File: src/rtl/multi_dice_roller.sv
// rtl/multi_dice_roller.sv - N-die odometer dice roller with per-die lock, settle phase and registered sum
module multi_dice_roller #(
    parameter int N_DICE = 2,
    parameter int FACES  = 6,
    parameter int SETTLE = 4,
    localparam int W  = $clog2(FACES + 1),
    localparam int SW = $clog2(N_DICE * FACES + 1)
) (
    input  logic                clk,
    input  logic                rst,
    input  logic                button,
    input  logic [N_DICE-1:0]   lock,
    output logic [N_DICE*W-1:0] throw,
    output logic [SW-1:0]       total,
    output logic                rolling,
    output logic                result_valid
);

    localparam int CW = (SETTLE > 0) ? $clog2(SETTLE + 1) : 1;

    typedef enum logic [1:0] {IDLE, ROLLING, SETTLING, DONE} state_t;

    state_t              state;
    logic [CW-1:0]       cnt;
    logic [N_DICE*W-1:0] next_throw;
    logic [SW-1:0]       cur_sum;
    logic [SW-1:0]       next_sum;
    logic                carry;
    logic                adv;

    assign adv = (((state == IDLE) || (state == ROLLING)) && button) || (state == SETTLING);

    // Odometer step: locked dice are transparent to the carry; 0->1 never carries.
    always_comb begin
        next_throw = throw;
        carry      = 1'b1;
        cur_sum    = '0;
        next_sum   = '0;
        for (int k = 0; k < N_DICE; k++) begin
            if (!lock[k]) begin
                if (carry) begin
                    if ((throw[k*W +: W] == W'(0)) || (throw[k*W +: W] == W'(FACES)))
                        next_throw[k*W +: W] = W'(1);
                    else
                        next_throw[k*W +: W] = throw[k*W +: W] + W'(1);
                end
                carry = carry && (throw[k*W +: W] == W'(FACES));
            end
        end
        for (int k = 0; k < N_DICE; k++) begin
            cur_sum  = cur_sum + SW'(throw[k*W +: W]);
            next_sum = next_sum + SW'(next_throw[k*W +: W]);
        end
    end

    always_ff @(posedge clk or posedge rst) begin
        if (rst) begin
            state        <= IDLE;
            cnt          <= '0;
            throw        <= '0;
            total        <= '0;
            rolling      <= 1'b0;
            result_valid <= 1'b0;
        end else begin
            if (adv)
                throw <= next_throw;
            result_valid <= 1'b0;
            case (state)
                IDLE: begin
                    if (button) begin
                        state   <= ROLLING;
                        rolling <= 1'b1;
                    end
                end
                ROLLING: begin
                    if (!button) begin
                        if (SETTLE > 0) begin
                            state <= SETTLING;
                            cnt   <= CW'(SETTLE);
                        end else begin
                            state        <= DONE;
                            total        <= cur_sum;
                            rolling      <= 1'b0;
                            result_valid <= 1'b1;
                        end
                    end
                end
                SETTLING: begin
                    cnt <= cnt - 1'b1;
                    if (button) begin
                        state <= ROLLING;
                    end else if (cnt == CW'(1)) begin
                        state        <= DONE;
                        total        <= next_sum;
                        rolling      <= 1'b0;
                        result_valid <= 1'b1;
                    end
                end
                DONE: state <= IDLE;
                default: state <= IDLE;
            endcase
        end
    end

endmodule

File: config.mk
export PLATFORM = sky130hd
export DESIGN_NAME = multi_dice_roller
export DESIGN_NICKNAME = d
export VERILOG_FILES = /design/src/rtl/multi_dice_roller.sv
export SDC_FILE = /design/constraint.sdc
export NUM_CORES = 1
export LEC_CHECK = 0
export ABC_AREA = 1
export CAP_MARGIN = 20
export CORE_ASPECT_RATIO = 0.6
export CORE_MARGIN = 2
export CORE_UTILIZATION = 35
export DETAILED_ROUTE_END_ITERATION = 8
export SLEW_MARGIN = 20
export SYNTH_ARGS = -nofsm -noshare
export SYNTH_HDL_FRONTEND = slang
export SYNTH_SLANG_ARGS = --single-unit
File: constraint.sdc
create_clock -name clk -period 2.9 [get_ports clk]
set_input_delay 0.435 -clock clk [delete_from_list [all_inputs] [get_ports clk]]
set_output_delay 0.435 -clock clk [all_outputs]
set_load 0.05 [all_outputs]
Word-level counts from Yosys, hierarchy flattened
Index checks and enable logic that the tools add are counted.
Widths: inputs -> output; s select.
{ "word_totals": {"reg_bits": 17, "out_inout_bits": 12, "wordCells": 56} }
{ "op_classes": {"add_sub_neg": 4, "eq_ne": 11, "muxes": 20, "bitwise_logic": 1, "n_reduce_logical": 14} }
{ "op_table": {"columns": ["cell", "count"], "rows": [
  ["$mux 3", 6],
  ["$mux 2", 4],
  ["$pmux 2 s4", 1],
  ["$mux 1", 7],
  ["$add 3x1->3 const B", 2],
  ["$eq 3x3->1 const B", 2],
  ["$logic_not 3->1", 2],
  ["$ne 2x2->1 const B", 3],
  ["$pmux 3 s2", 1],
  ["$reduce_and 3->1", 2],
  ["$add 3x3->4", 1],
  ["$eq 2x2->1 const B", 2],
  ["$logic_or 1x1->1", 4],
  ["$reduce_and 4->1", 1],
  ["$reduce_bool 2->1", 2],
  ["$eq 3x1->1 const B", 1],
  ["$ne 3x2->1 const B", 1],
  ["$sub 3x1->3 const B", 1],
  ["$eq 2x1->1 const B", 1],
  ["$logic_not 2->1", 1],
  ["$ne 2x1->1 const B", 1],
  ["$pmux 1 s2", 1],
  ["$reduce_and 2->1", 1],
  ["$logic_and 1x1->1", 1],
  ["$not 1->1", 1]
]} }

Longest topological paths before layout
{ "depth": {"depth_word": 6, "ltp_mapped": 13, "depth_no_buf": 13} }

Worst setup path before layout
No wires, ideal clock.
{ "synth_timing": {"kind": "register to register", "start": "register throw[0]", "end": "register total[2]", "setup_ns": 0.121, "arrival_ns": 2.312, "t_required_ns": 2.779, "path_slack_ns": 0.467, "path_stages_with_launch": 14, "cell_sequence": "dfrtp_1 -> inv_1 -> ha_1 -> nand2_1 -> nand2_2 -> nand2_2 -> inv_1 -> nand2_1 -> and2_1 -> ha_1 -> inv_1 -> fa_1 -> xor2_1 -> o21ai_2"} }
{ "synth_via": {"elab_chain_len": 5} }
{ "synth_lines": {"columns": ["element", "line", "source"], "rows": [
  ["start: declaration", "13", "output logic [N_DICE*W-1:0] throw,"],
  ["start signal: assignment", "66", "throw <= next_throw;"],
  ["$eq 3x3->1", "47", "carry = carry && (throw[k*W +: W] == W'(FACES));"],
  ["$mux 1", "40", "if (!lock[k]) begin"],
  ["$mux 3", "41", "if (carry) begin"],
  ["$mux 3", "40", null],
  ["via next_throw[3]", "25", "logic [N_DICE*W-1:0] next_throw;"],
  ["$add 3x3->4", "52", "next_sum = next_sum + SW'(next_throw[k*W +: W]);"],
  ["end signal: assignment", "82", "total <= cur_sum;"],
  ["end signal: assignment", "94", "total <= next_sum;"],
  ["end: declaration", "14", "output logic [SW-1:0] total,"]
]} }
The timed path passes the listed nets, and every way through them passes these cells.
A chain may end at the register's enable or synchronous reset.

Worst setup path in the final report
Same ends and word-level chain as after synthesis.

==> flow_summary.toml <==
[logic_synthesis]
ys_dominant_reg_cell = "dfrtp_1"
syn_nets = 153
synth_top_area_share_pct = 38.90
yosysMostFrequentCell = "nand2_1"
syn_area_per_cell_um2 = 8.041
async_flop_share_pct = 100.0
yosys_register_bits = 17
synth_area_leader_cell = "dfrtp_1"
synth_edf_count = 0
yosys-top-cells-area = "dfrtp_1 (39%), nand2_1 (16%), ha_1 (13%)"
synthesis.area_mm2 = 0.001094
ys_types = 22
ys_seq_area_share_pct = 38.90
synth_common_cells = "nand2_1 (47), inv_1 (21), dfrtp_1 (17), ha_1 (11), nand3_1 (10)"
ys_warn_count = 0
netlist_instances = 136

[worst_setup_path]
end_kind = "register"
cp_cell_sequence = "inv_1, ha_1, nand2_1, nand2_2, nand2_2, inv_1, nand2_1, and2_1, ha_1, inv_1, fa_1, xor2_1, o21ai_2"
r2r_end = "total[2]$_DFFE_PP0P_"
required_ns = 3.05
crit_type = "register to register"
r2r_cells = 13
startpoint_type = "register"
r2r_slack_ns = 0.67
rr_startpoint = "throw[0]$_DFFE_PP0P_"
cpMostUsedCell = "inv_1"
slowest_delay_ns = 0.41
arrival_ns = 2.37
cp_max_fo = 4
worst_path_max_delay_cell = "dfrtp_1"

[global_routing]
grt_max_degree = 18
antenna_found_initial = 0
grt-ovfl-total = 0
grt_pass1_wl_um = 3498
grt_usage_pct = 12.82
grt_pass1_vias = 781

[detailed_routing]
dr.pass1.iters = 4
wl_per_cell_um = 10.32
wirelength_um = 2044
detail_route.iter0.violations = 29
viasPerCell = 4.379
ant_nets = 0
vias = 867
drc = 0

[clock_tree]
htreeDepth = 1
cts_resized = 0
clk_pin_slew_worst_paths_ns = 0.07
cts_setup_buffers = 0
cts_tree = "yes"
numCtsBuffers = 3
clockBufferDepth = 2
cts.sink_count = 17
clock_latency_ns = 0.25
hold_buffers = 0
root_buffer = "clkbuf_8"

[sta]
clock.fmax_ghz = 0.4491
setup_ws_ns = 0.6731
skew_ns = 0.007222
finalHoldViolCount = 0
setup_viol = 0
post-route-period-util_pct = 76.79
rsz0062_at_grt = "no"
final.min_clock_period_ns = 2.227
drv_slew = 0
fin_tns_setup_ns = 0
tightest_slew_ns = 0.6802
slew_headroom_pct = 54.60

[die]
die_area_mm2 = 0.003602
die_y_um = 47.30
start_util_pct = 37.35
fp-row-count = 15
die_w_um = 76.16
io_pins = 17
core_mm2 = 0.002928

[layout]
drive_above_1_share_pct = 10.26
layout.nets = 174
diodes = 0
syn2layout_area_growth_pct = 23.57
fill_cells = 304

[outcome]
status = "complete, no violations"

[placement]
dp_hpwl_um = 1640
pre_cts_ws_ns = 0.4724
io_buffers = 16
gp_congestion = 0.7761

[power]
power.switching_mw = 0.6238
p_per_area_mw_per_mm2 = 950.9
share_comb_of_total_power_pct = 57.2
p_seq_share_pct = 29.0
clock_power_share_pct = 13.9
ir_drop_mv = 0.3274
p_int_mw = 0.6612
leakage_nw = 0.7334
p_sw_share_pct = 48.54

[worst_hold_path]
min_path_cells = 2
hold_end = "total[3]$_DFFE_PP0P_"
min_from = "total[3]$_DFFE_PP0P_"
hp-class = "register to register"

[flow_run]
drv_cap = 0
registers in the layout (all words and copies together) (netlist names):
name and count:
cnt 3, result_valid 1, rolling 1, state 2, throw 6, total 4
worst max-delay path by stage:
stage	start	endpoint	slack, ns	depth (start not counted)
floorplan	throw[0]$_DFFE_PP0P_	total[2]$_DFFE_PP0P_	0.47	13
global placement	lock[0]	total[2]$_DFFE_PP0P_	0.52	12
detailed placement	lock[0]	total[2]$_DFFE_PP0P_	0.47	12
CTS	throw[0]$_DFFE_PP0P_	total[2]$_DFFE_PP0P_	0.67	13
global route	throw[0]$_DFFE_PP0P_	total[2]$_DFFE_PP0P_	0.52	13
finish	throw[0]$_DFFE_PP0P_	total[2]$_DFFE_PP0P_	0.67	13
cell usage in the layout (no fill, tap or decap), types with 3 or more instances in the layout:
cell / instances
nand2_1: 47
inv_2: 3
inv_1: 21
nand3_1: 10
ha_1: 11
o21ai_2: 3
dfrtp_1: 17
o21ai_0: 4
clkbuf_8: 3
clkdlybuf4s50_1: 16
stage by stage:
stage          power (mW)  utilization [%]  std cells  hold slack [ns]  cell area (um2)
2_1_floorplan      0.9104                -        136           0.3611             1094
3_3_place_gp        1.098            44.62        194           0.4537             1306
3_5_place_dp        1.116            44.62        194           0.4594             1306
4_1_cts             1.301            46.15        198           0.4766             1351
5_1_grt             1.400            46.15        198           0.5050             1351
6_report            1.285            46.15        198           0.4756             1351
power by group through the flow:
stage	registers [mW]	logic (mW)	clock network, mW
floorplan	0.546	0.364	0
global placement	0.373	0.724	0
detailed placement	0.376	0.739	0
CTS	0.373	0.745	0.184
global route	0.385	0.819	0.197
finish	0.372	0.734	0.178
per-layer routing:
layer	global-route usage (%)	share of wire [%]	wire, um
met3	5.000	3.8	77
met2	21.43	42	864
met1	16.57	54	1101
met4	2.182	0	0
met5	0	0	0
critical path: cells and delay by family, from the launching register on:
kind            cells  cell delay, ns
simple gates        5            0.50
xor+xnor            1            0.19
fa+ha+maj           3            0.73
compound gates      1            0.08
buf+inv             3            0.22
flops               1            0.41
final cells by class:
cell class | count | area, um2 | share of cell area [%]
repair buffers | 16 | 160.2 | 11.85
clock buffers | 4 | 45.04 | 3.333
multi-input cells | 94 | 571.8 | 42.31
well taps | 42 | 52.55 | 3.889
flip-flops and latches | 17 | 425.4 | 31.48
inverters | 25 | 96.34 | 7.130
cells by family after synthesis:
| group | synth area share (%) |
|---|---|
| simple gates | 30.09 |
| fa+ha+maj | 14.42 |
| buf+inv | 8.811 |
| flops | 38.90 |
| xor+xnor | 1.602 |
| compound gates | 6.179 |
No activity file was read; power rests on OpenSTA's default activity.
